### src/rtl/conv_output_writer_pkg.sv
// Shared definitions for the convolution output writer: widths, default base
// address and the writer FSM state encoding.
package conv_output_writer_pkg;

  localparam int DATA_W  = 16;
  localparam int ADDR_W  = 12;
  localparam int COUNT_W = 5;

  localparam logic [ADDR_W-1:0] DEFAULT_BASE_ADDR = 12'h000;

  typedef enum logic [1:0] {
    ST_IDLE  = 2'd0,
    ST_ACCUM = 2'd1,
    ST_WRITE = 2'd2,
    ST_DONE  = 2'd3
  } state_t;

endpackage

### src/rtl/conv_output_writer_row_packer.sv
// Row packer: gathers result bits into a 16-bit word, column 0 in the LSB.
// A clear and an insert in the same cycle start a fresh word whose bit 0 is
// the inserted bit, so a result arriving while a word is being written is not
// lost. word_next is exposed so the caller can capture the word including the
// bit being inserted this cycle.
module row_packer
  import conv_output_writer_pkg::*;
(
  input  logic               clk,
  input  logic               reset_b,
  input  logic               clear,
  input  logic               insert,
  input  logic               bit_in,
  output logic [DATA_W-1:0]  word_next,
  output logic [COUNT_W-1:0] count,
  output logic               overflow
);

  logic [DATA_W-1:0]  word;
  logic [COUNT_W-1:0] count_next;
  logic               full;

  assign full     = (count == COUNT_W'(DATA_W));
  assign overflow = insert & ~clear & full;

  // Next word/count: clear-with-optional-insert, or insert into the next free column.
  always_comb begin
    word_next  = word;
    count_next = count;
    if (clear) begin
      word_next    = '0;
      word_next[0] = insert & bit_in;
      count_next   = {{(COUNT_W-1){1'b0}}, insert};
    end else if (insert && !full) begin
      word_next[count[COUNT_W-2:0]] = bit_in;
      count_next                    = count + 1'b1;
    end
  end

  // Word and column count registers.
  always_ff @(posedge clk or negedge reset_b) begin
    if (!reset_b) begin
      word  <= '0;
      count <= '0;
    end else begin
      word  <= word_next;
      count <= count_next;
    end
  end

endmodule

### src/rtl/conv_output_writer.sv
// Convolution output writer: packs one 1-bit result per output column into a
// 16-bit row word and writes each row to consecutive output SRAM addresses,
// flushing a partial row when the run ends.
module conv_output_writer
  import conv_output_writer_pkg::*;
#(
  parameter logic [ADDR_W-1:0] BASE_ADDR = DEFAULT_BASE_ADDR,
  parameter int                WORD_W    = DATA_W
) (
  input  logic              clk,
  input  logic              reset_b,
  input  logic              start,
  input  logic              result_valid,
  input  logic              result_bit,
  input  logic              row_end,
  input  logic              run_end,
  output logic [ADDR_W-1:0] dut_sram_write_address,
  output logic [WORD_W-1:0] dut_sram_write_data,
  output logic              dut_sram_write_enable,
  output logic              writer_busy,
  output logic              writer_done,
  output logic              writer_err
);

  state_t             state;
  state_t             state_next;
  logic [ADDR_W-1:0]  ptr;
  logic               flush_pending;
  logic               end_req;
  logic               pk_clear;
  logic               pk_insert;
  logic               pk_overflow;
  logic [DATA_W-1:0]  pk_word_next;
  logic [COUNT_W-1:0] pk_count;

  // A run end seen during a write is remembered and acted on back in ACCUM.
  assign end_req = run_end | flush_pending;

  row_packer u_row_packer (
    .clk       (clk),
    .reset_b   (reset_b),
    .clear     (pk_clear),
    .insert    (pk_insert),
    .bit_in    (result_bit),
    .word_next (pk_word_next),
    .count     (pk_count),
    .overflow  (pk_overflow)
  );

  // Next-state decode and packer control.
  always_comb begin
    state_next = state;
    pk_clear   = 1'b0;
    pk_insert  = 1'b0;
    unique case (state)
      ST_IDLE: begin
        if (start) begin
          pk_clear   = 1'b1;
          state_next = ST_ACCUM;
        end
      end
      ST_ACCUM: begin
        pk_insert = result_valid;
        if (row_end) begin
          state_next = ST_WRITE;
        end else if (end_req) begin
          state_next = ((pk_count != '0) || result_valid) ? ST_WRITE : ST_DONE;
        end
      end
      ST_WRITE: begin
        pk_clear   = 1'b1;
        pk_insert  = result_valid;
        state_next = flush_pending ? ST_DONE : ST_ACCUM;
      end
      ST_DONE: begin
        state_next = ST_IDLE;
      end
      default: begin
        state_next = ST_IDLE;
      end
    endcase
  end

  // FSM state, address pointer, registered SRAM port and status flags.
  always_ff @(posedge clk or negedge reset_b) begin
    if (!reset_b) begin
      state                  <= ST_IDLE;
      ptr                    <= BASE_ADDR;
      flush_pending          <= 1'b0;
      dut_sram_write_address <= BASE_ADDR;
      dut_sram_write_data    <= '0;
      dut_sram_write_enable  <= 1'b0;
      writer_busy            <= 1'b0;
      writer_done            <= 1'b0;
      writer_err             <= 1'b0;
    end else begin
      state                 <= state_next;
      dut_sram_write_enable <= (state_next == ST_WRITE);
      writer_done           <= (state_next == ST_DONE);
      if ((state_next == ST_WRITE) && (state != ST_WRITE)) begin
        dut_sram_write_address <= ptr;
        dut_sram_write_data    <= pk_word_next;
      end
      case (state)
        ST_IDLE: begin
          if (start) begin
            ptr           <= BASE_ADDR;
            flush_pending <= 1'b0;
            writer_err    <= 1'b0;
            writer_busy   <= 1'b1;
          end
        end
        ST_ACCUM: begin
          if (pk_overflow) writer_err <= 1'b1;
          if (run_end) flush_pending <= 1'b1;
        end
        ST_WRITE: begin
          ptr           <= ptr + 1'b1;
          if (row_end) writer_err <= 1'b1;
          flush_pending <= flush_pending ? 1'b0 : run_end;
        end
        ST_DONE: begin
          writer_busy   <= 1'b0;
          flush_pending <= 1'b0;
        end
        default: begin
        end
      endcase
    end
  end

endmodule

### config.mk
export PLATFORM = sky130hd
export DESIGN_NAME = conv_output_writer
export DESIGN_NICKNAME = d
export VERILOG_FILES = /design/src/rtl/conv_output_writer_pkg.sv /design/src/rtl/conv_output_writer_row_packer.sv /design/src/rtl/conv_output_writer.sv
export SDC_FILE = /design/constraint.sdc
export NUM_CORES = 1
export LEC_CHECK = 0
export BUFFER_PORTS_ARGS = -buffer_cell sky130_fd_sc_hd__buf_2
export CAP_MARGIN = 20
export CORE_ASPECT_RATIO = 1.25
export CORE_UTILIZATION = 60
export CTS_BUF_LIST = sky130_fd_sc_hd__clkbuf_4 sky130_fd_sc_hd__clkbuf_8
export CTS_CLUSTER_SIZE = 30
export DETAILED_ROUTE_END_ITERATION = 8
export GPL_TIMING_DRIVEN = 0
export PLACE_DENSITY = 0.84
export SYNTH_ARGS = -nofsm -noshare
export SYNTH_HDL_FRONTEND = slang
export SYNTH_SLANG_ARGS = --single-unit
### constraint.sdc
create_clock -name clk -period 4.89 [get_ports clk]
set_input_delay 0.7335 -clock clk [delete_from_list [all_inputs] [get_ports clk]]
set_output_delay 0.7335 -clock clk [all_outputs]
set_load 0.02 [all_outputs]
# After elaboration in Yosys (flattened, before gate mapping)
# Index checks and enable logic that the tools add are counted.
[word_totals]
reg_bits = 68
latchBits = 0
ram_bits = 0
mem_bits_ro = 0
input_bits = 7
word_cells = 74
memories = 0
[classes]
n_addsub = 2
n_mul = 0
div = 0
magnitude_cmp = 2
n_eq_ne = 11
n_shift = 0
n_mux = 27
n_bitwise = 5
reduce_logical = 16
[ops]
columns = ["operator", "n"]
rows = [
  ["2-to-1 mux 16 bit", 2],
  ["case mux 12 bit (2 select lines)", 1],
  ["bitwise mux 16 bit", 1],
  ["adder 12 x 1 -> 12 bit (second input constant)", 1],
  ["2-to-1 mux 12 bit", 1],
  ["2-to-1 mux 1 bit", 10],
  ["2-to-1 mux 5 bit", 2],
  ["!= test 2 bit (second input constant)", 5],
  ["equality test 2 bit (second input constant)", 4],
  ["2-to-1 mux 2 bit", 4],
  ["case mux 2 bit (4 select lines)", 1],
  ["AND reduction 2 bit", 3],
  ["nonzero test 2 bit", 3],
  ["adder 5 x 1 -> 5 bit (second input constant)", 1],
  ["equality test 5 bit (second input constant)", 1],
  ["less-than comparator 4 x 5 -> 1 bit (second input constant)", 1],
  ["nonzero test 5 bit", 1],
  ["demux 1 bit (select 4 bit)", 1],
  [">= comparator 4 x 1 -> 1 bit (second input constant)", 1],
  ["case mux 1 bit (2 select lines)", 2],
  ["case mux 1 bit (4 select lines)", 1],
  ["AND reduction 4 bit", 1],
  ["bitwise AND 1 bit", 3],
  ["logical AND 1 bit", 3],
  ["9 further kinds", 9],
]

# Longest topological paths before layout
# Gate-level depths: netlist of run 1.
[depth]
ltp_word = 8
depth_mapped = 8
depth_no_buf = 6

# Cells and area by module
# A second synthesis of run 1 with hierarchy kept.
[hier_totals]
hier_cells = 281
area_unflattened_um2 = 3365.7
[by_module_without_submodules]
columns = ["mod", "n_inst", "cells_per_inst", "area_per_inst_um2", "seq_area_each_um2"]
rows = [
  ["conv_output_writer", 1, 173, 2218.4, 1176.1],
  ["row_packer", 1, 108, 1147.4, 525.5],
]

# Least setup slack after synthesis of run 1
# No wires, ideal clock.
[synth_timing]
kind = "input-to-reg"
startpoint = "input port row_end"
endpoint = "register dut_sram_write_address[0]"
setup_ns = 0.125
t_arrival_ns = 2.382
required_time_ns = 4.765
slack_ns = 2.383
cell_stages = 5
path_cell_list = "or4b_2 -> o311a_4 -> o211ai_4 -> buf_8 -> mux2_4"
[synth_between]
elab_chain_len = 4
[synth_rtl]
columns = ["element", "line", "rtl"]
rows = [
  ["start, declared", "conv_output_writer.sv:15", "input logic row_end,"],
  ["2-to-1 mux 2 bit", "conv_output_writer.sv:64", "if (row_end) begin"],
  ["case mux 2 bit (4 select lines)", "conv_output_writer.sv:55", "unique case (state)"],
  ["equality test 2 bit", "conv_output_writer.sv:100", "if ((state_next == ST_WRITE) && (state != ST_WRITE)) begin"],
  ["logical AND 1 bit", "conv_output_writer.sv:100", ""],
  ["end signal, assigned", "conv_output_writer.sv:101", "dut_sram_write_address <= ptr;"],
  ["end, declared", "conv_output_writer.sv:17", "output logic [ADDR_W-1:0] dut_sram_write_address,"],
]
# No other way between the ends.
# A chain may end at the register's enable or synchronous reset.

# Final worst setup path of run 1
[layout_timing]
startpoint = "register u_row_packer.count[0]"
endpoint = "register dut_sram_write_data[4]"
[layout_between]
elab_chain_len = 8
[layout_rtl]
columns = ["element", "line", "rtl"]
rows = [
  ["start, declared", "conv_output_writer_row_packer.sv:15", "output logic [COUNT_W-1:0] count,"],
  ["start signal, assigned", "conv_output_writer_row_packer.sv:47", "count <= count_next;"],
  ["parallel branches: the longest is 8 deep, another holds less-than comparator 4 x 5 -> 1 bit", "n/a", ""],
  ["end signal, assigned", "conv_output_writer.sv:102", "dut_sram_write_data <= pk_word_next;"],
  ["end, declared", "conv_output_writer.sv:18", "output logic [WORD_W-1:0] dut_sram_write_data,"],
]
# Parallel ways; which one is timed is not known.

==> results_dict.tcl, run 1 <==
set metrics [dict create \
    path_class "reg -> reg" \
    ant_nets 0 \
    initial_core_util_pct 61.83 \
    fin_util_pct 70.21 \
    maxCapViolations 0 \
    clkTransAtPathRegs_ns 0.07 \
    synth_commonest_cells "68 x dfrtp_1, 30 x nand2_1, 20 x mux2_4" \
    crit_chain "inv_1 > ha_1 > or4b_4 > o311a_4 > o211ai_4 > buf_8 > mux2_4" \
    clk_path_buf_depth 2 \
    slowest_stage "or4b_4" \
    core_area_um2 5405 \
    fin_cells 395 \
    max_stage_delay_ns 0.53 \
    slew_violations 0 \
    synth.distinct_cells 52 \
    nets 344 \
    rsz0062_at_grt "no" \
    die_height_um 85.44 \
    cts_setup_buffers 0 \
    dp.cells 380 \
    max-vdd-ir-drop_uv 432.2 \
    synth_edf_count 0 \
    htreeDepth 3 \
    clock_latency_ns 0.35 \
    slew_headroom_pct 43.92 \
    setup_viol 0 \
    arrival_ns 3.05 \
    drc_errors 0 \
    cp.required_ns 5.13 \
    worstMarginPinSlew_ns 0.8413 \
    final.setup_skew_ns 0.009440 \
    min_path_type "in -> async" \
    antenna_found_initial 0 \
    syn_area_um2 3342 \
    grt_pass1_vias 2362 \
    power_per_cell_area_nw_per_um2 497.1 \
    status "finished clean" \
    fin_setup_tns_ns 0 \
    ys_async_sr_fraction_pct 100.0 \
    fin_crit_sh_pct 57.44 \
    areaGrowthSynthToFinish_pct 13.55 \
    synth_top_area_share_pct 50.92 \
    drt_iter0_drc 200 \
    post_cts_resized 0 \
    detail_route.wl_per_cell_um 16.64 \
    syn_avg_cell_area_um2 11.98 \
    max_freq_ghz 0.3560 \
    ys_warn_count 0 \
    start_kind "flop" \
    yosysMostFrequentCell "dfrtp_1" \
    grt.total_usage_pct 25.28 \
    seq_area_frac_synth_pct 50.92 \
    ys_ff_latch 68 \
    cts.hold.buffers_added 0 \
    synth_fp_nets 296 \
    yosysTopAreaCell "dfrtp_1" \
    leakagePower_nw 1.992 \
    ios 39 \
    worstPathMaxFanout 10 \
    min_period_ns 2.809 \
    grt_max_degree 69 \
    hold_viol 0 \
    cts-root-buf "clkbuf_8" \
    cts_buffers 9 \
    grt_first_pass_wirelength_mm 10.87 \
    first_pass_iters 4 \
    end_kind "flop" \
    cts.sinks 68 \
    hold_slack_ns 0.4742 \
    viasPerCell 5.884 \
    die_area_um2 5874 \
    rows 30 \
    die_x_um 68.75 \
    syn_inst 279 \
    synth_top_flop_cell "dfrtp_1" \
    routed_wl_mm 6.571 \
    grt-ovfl-total 0 \
    critical-path-top-delay-family "compound AO/OA/AOI/OAI gates" \
    place.gp.congestion 0.8731 \
    synth_area_leaders "dfrtp_1 51%, mux2_4 9.0%, mux2i_1 4.8%, ha_1 3.7%, nand2_1 3.4%" \
    cts_tree "done" \
    drive_gt1_share_pct 29.91 \
    vias 2324 \
    hpwl_mm 4.464 \
    n_antenna_cell 0 \
    crit_buf_inv 2 \
    nFillCells 403 \
    io_buffers 37 \
]
==> routing by layer <==
layer  global-route usage, %  wire, um  part of all wire (%)
met3                   4.839       239                   3.6
met2                   39.84      3304                    50
met4                   14.29       140                   2.1
met5                       0         0                     0
met1                   31.90      2887                    44
==> report_power, final <==
| part | internal [mW] | leakage, nW | total (mW) | switching (mW) |
|---|---|---|---|---|
| clock | 0.236 | 0.0993 | 0.451 | 0.214 |
| sequential | 0.638 | 0.933 | 0.701 | 0.0631 |
| combinational | 0.304 | 0.960 | 0.735 | 0.432 |
| total | 1.18 | 1.99 | 1.89 | 0.709 |
==> worst paths after layout <==
| check | cells past startpoint | start | slack (ns) | to |
|---|---|---|---|---|
| max | 7 | u_row_packer.count[0]$_DFFE_PN0P_ | 2.08 | dut_sram_write_data[4]$_DFFE_PN0P_ |
| min | 1 | reset_b | 0.47 | dut_sram_write_data[1]$_DFFE_PN0P_ |
| max reg2reg | 7 | u_row_packer.count[0]$_DFFE_PN0P_ | 2.08 | dut_sram_write_data[4]$_DFFE_PN0P_ |
| min reg2reg | 1 | dut_sram_write_address[9]$_DFFE_PN0P_ | 0.50 | dut_sram_write_address[9]$_DFFE_PN0P_ |
| max in group asynchronous | 1 | reset_b | 3.86 | dut_sram_write_address[10]$_DFFE_PN0P_ |
| min in group clk | 1 | dut_sram_write_address[9]$_DFFE_PN0P_ | 0.50 | dut_sram_write_address[9]$_DFFE_PN0P_ |
==> cell usage in the layout, fill, tap and decap left out, drive strengths merged, types with 2 or more instances in the layout <==
cell type / count
a21oi: 10
and2: 2
and3: 3
buf: 42
clkbuf: 15
clkinv: 4
dfrtp: 68
ha: 10
inv: 11
mux2: 28
mux2i: 16
nand2: 30
nand3: 14
nand4: 2
nor2: 13
nor2b: 4
nor3: 4
nor4: 2
o211ai: 4
o21ai: 6
o31ai: 6
o41ai: 2
or2b: 3
or3: 2
or4: 4
or4b: 3
xnor2: 5
xor2: 3
==> registers in the layout, indices dropped and copies added, names as in the netlist <==
signal,cells
dut_sram_write_address,12
dut_sram_write_data,16
dut_sram_write_enable,1
flush_pending,1
ptr,12
state,2
u_row_packer.count,5
u_row_packer.word,16
writer_busy,1
writer_done,1
writer_err,1
==> per-stage QoR <==
step                      power, mW  worst slack (ns)  area (um2)
after global routing          1.985             1.953        3795
after floorplan               1.251             2.383        3342
after detailed placement      1.442             2.077        3610
after global placement        1.409             2.107        3607
final                         1.886             2.081        3795
after CTS                     1.890             2.077        3795
==> layout make-up <==
cell class	count	area, um2	area share [%]
Clock buffer	10	131.4	3.462
Buffer	10	88.84	2.341
Sequential cell	68	1702	44.84
Timing Repair Buffer	37	187.7	4.946
Clock inverter	5	53.80	1.418
Inverter	11	41.29	1.088
Multi-Input combinational cell	190	1510	39.80
Tap cell	64	80.08	2.110
==> cells by family (layout without fill, tap and decap cells) <==
logic type / Yosys count / in the layout / share of synthesized area, %
AOI/OAI and AO/OA: 37 / 37 / 8.312
xor gates and xnor gates: 8 / 8 / 2.097
adders and majority gates: 10 / 10 / 3.744
buffers and inverters: 21 / 73 / 3.894
DFF: 68 / 68 / 50.92
muxes: 44 / 44 / 16.47
and+or+nand+nor: 91 / 91 / 14.56
Power figures use the tool's default switching activity.
==> run 2: changes to the inputs <==
ABC_AREA = 1   (was not set)
PLACE_DENSITY = 0.83   (was 0.84)
clock period = 2.87 ns   (was 4.89 ns; I/O delays follow)
==> results_dict.tcl, run 2 <==
set metrics [dict create \
    status "finished clean" \
    worstMarginPinSlew_ns 0.8407 \
    syn_inst 449 \
    min_path_type "in -> async" \
    synth_top_flop_cell "dfrtp_1" \
    die_x_um 72.27 \
    max-vdd-ir-drop_uv 736.5 \
    nets 514 \
    reg2reg_depth 10 \
    ant_nets 0 \
    slew_violations 0 \
    ys_async_sr_fraction_pct 100.0 \
    syn_avg_cell_area_um2 8.248 \
    leakagePower_nw 2.188 \
    worstPathMaxFanout 10 \
    p_int_mw 2.140 \
    cts_setup_buffers 0 \
    rows 31 \
    rsz0062_at_grt "no" \
    first_pass_iters 6 \
    cts-root-buf "clkbuf_8" \
    syn_area_um2 3704 \
    rrSetupSlack_ns 0.69 \
    io_buffers 37 \
    synth_area_leaders "dfrtp_1 46%, nand2_1 14%, nand3_1 5.8%, nand2_4 4.3%, nand4_1 3.5%" \
    cp.required_ns 3.16 \
    arrival_ns 2.47 \
    p_switching_mw 1.771 \
    grt-ovfl-total 0 \
    start_kind "flop" \
    areaGrowthSynthToFinish_pct 13.85 \
    seqPwrFrac_pct 31.2 \
    path_class "reg -> reg" \
    sw_frac_of_total_pct 45.28 \
    routed_wl_mm 8.173 \
    hold_viol 0 \
    ys_ff_latch 68 \
    clkTransAtPathRegs_ns 0.08 \
    total_power_mw 3.911 \
    fin_setup_tns_ns 0 \
    top_regs "dut_sram_write_data: 16 flops, u_row_packer.word: 16 flops" \
    drc_errors 0 \
    synth_top_area_share_pct 45.95 \
    mostFrequentLayoutCells "142 x nand2_1, 68 x dfrtp_1, 43 x nand3_1" \
    grt_max_degree 69 \
    end_kind "flop" \
    detail_route.wl_per_cell_um 13.99 \
    synth_fp_nets 466 \
    fin_crit_sh_pct 75.94 \
    cts_buffers 9 \
    seq_area_frac_synth_pct 45.95 \
    htreeDepth 3 \
    power_per_cell_area_nw_per_um2 927.4 \
    n_antenna_cell 0 \
    drive_gt1_share_pct 23.31 \
    yosysMostFrequentCell "nand2_1" \
    ys_warn_count 0 \
    setup_viol 0 \
    die_area_um2 6493 \
    power_frac_clock_pct 22.7 \
    grt_first_pass_wirelength_mm 14.21 \
    vias 3212 \
    initial_core_util_pct 63.23 \
    ios 39 \
    min_period_ns 2.179 \
    cts_tree "done" \
    r2r_end "dut_sram_write_address[3]$_DFFE_PN0P_" \
    grt_pass1_vias 3132 \
    grt.total_usage_pct 28.24 \
    core_area_um2 5857 \
    antenna_found_initial 0 \
    rr_startpoint "state[0]$_DFF_PN0_" \
    synth_commonest_cells "142 x nand2_1, 68 x dfrtp_1, 43 x nand3_1" \
    clk_path_buf_depth 2 \
    synth.distinct_cells 36 \
    max_freq_ghz 0.4589 \
    synth_edf_count 0 \
    power_frac_comb_pct 46.2 \
    clock_latency_ns 0.36 \
    drt_iter0_drc 233 \
    layout_commonest_cell "nand2_1" \
    post_cts_resized 0 \
    final.setup_skew_ns 0.01027 \
    cts.hold.buffers_added 0 \
    place.gp.congestion 0.8971 \
    cts.sinks 68 \
    die_height_um 89.84 \
    yosysTopAreaCell "dfrtp_1" \
    maxCapViolations 0 \
    viasPerCell 5.500 \
    slew_headroom_pct 43.95 \
    hpwl_mm 5.759 \
]
[run 2: changes by cell type after synthesis, sizes merged, moves of 5 or more]
| cell | change |
|---|---|
| nand4 | +19 |
| inv | +26 |
| mux2 | -28 |
| clkbuf | +5 |
| nor3 | +7 |
| mux2i | -16 |
| nand3 | +33 |
| o21ai | +9 |
| buf | +5 |
| o31ai | -6 |
| nand2 | +138 |
| a21oi | +17 |
| nor2 | +6 |
| xnor2 | -5 |
[run 2: power groups by stage]
stage	registers (mW)	logic [mW]	clock network (mW)
global placement	1.23	1.76	0
floorplan	1.31	1.27	0
CTS	1.22	1.81	0.902
finish	1.22	1.81	0.886
detailed placement	1.23	1.80	0
global route	1.24	1.97	0.947
[run 2: cell families (layout without fill, tap and decap cells)]
kind of cell    count (synthesis)  in the layout  synth area share [%]
simple gates                  269            269                 36.08
flops                          68             68                 45.95
buf+inv                        57            110                 7.567
compound gates                 45             45                 7.027
fa+ha+maj                      10             10                 3.378
[run 2: worst max-delay path by stage]
stage	start	end	cells past startpoint
final	state[0]$_DFF_PN0_	dut_sram_write_address[3]$_DFFE_PN0P_	10
after global placement	state[0]$_DFF_PN0_	dut_sram_write_address[8]$_DFFE_PN0P_	12
after global routing	u_row_packer.count[0]$_DFFE_PN0P_	dut_sram_write_data[8]$_DFFE_PN0P_	10
after CTS	state[0]$_DFF_PN0_	dut_sram_write_address[3]$_DFFE_PN0P_	10
after detailed placement	state[0]$_DFF_PN0_	dut_sram_write_address[3]$_DFFE_PN0P_	10
after floorplan	state[0]$_DFF_PN0_	dut_sram_write_address[0]$_DFFE_PN0P_	12
[run 2: cell type report]
class / instances / area (um2)
Clock buffer: 9 / 123.9
Tap cell: 82 / 102.6
Buffer: 20 / 138.9
Clock inverter: 7 / 98.84
Fill cell: 462 / 1640
Timing Repair Buffer: 37 / 187.7
Inverter: 37 / 141.4
Sequential cell: 68 / 1702
Multi-Input combinational cell: 324 / 1722
[run 2: critical path, cell delays in order (launching register included)]
cell	delay, ns
dfrtp_1	0.42
inv_1	0.16
ha_1	0.18
buf_4	0.19
nand2_1	0.08
nand3_1	0.08
nand2_1	0.12
inv_2	0.15
clkbuf_1	0.44
nand4_1	0.20
nand2_2	0.10
[run 2: routing by layer]
metal | track usage, % | up-vias | wire length, um
met1 | 33.23 | 1539 | 3325
met2 | 49.22 | 97 | 4278
li1 | - | 1552 | -
met4 | 11.27 | 0 | 232
met3 | 5.942 | 24 | 337
met5 | 0 | - | 0
[run 2: metrics by stage]
step	cells	cell area [um2]	utilization (%)	hold WS, ns	setup slack [ns]
2_1_floorplan	449	3704	-	0.1349	0.9540
3_3_place_gp	568	3991	68.15	0.4559	0.7941
3_5_place_dp	568	3994	68.19	0.4599	0.7286
4_1_cts	584	4217	71.99	0.2081	0.7066
5_1_grt	584	4217	71.99	0.2610	0.4595
6_report	584	4217	71.99	0.1731	0.6907
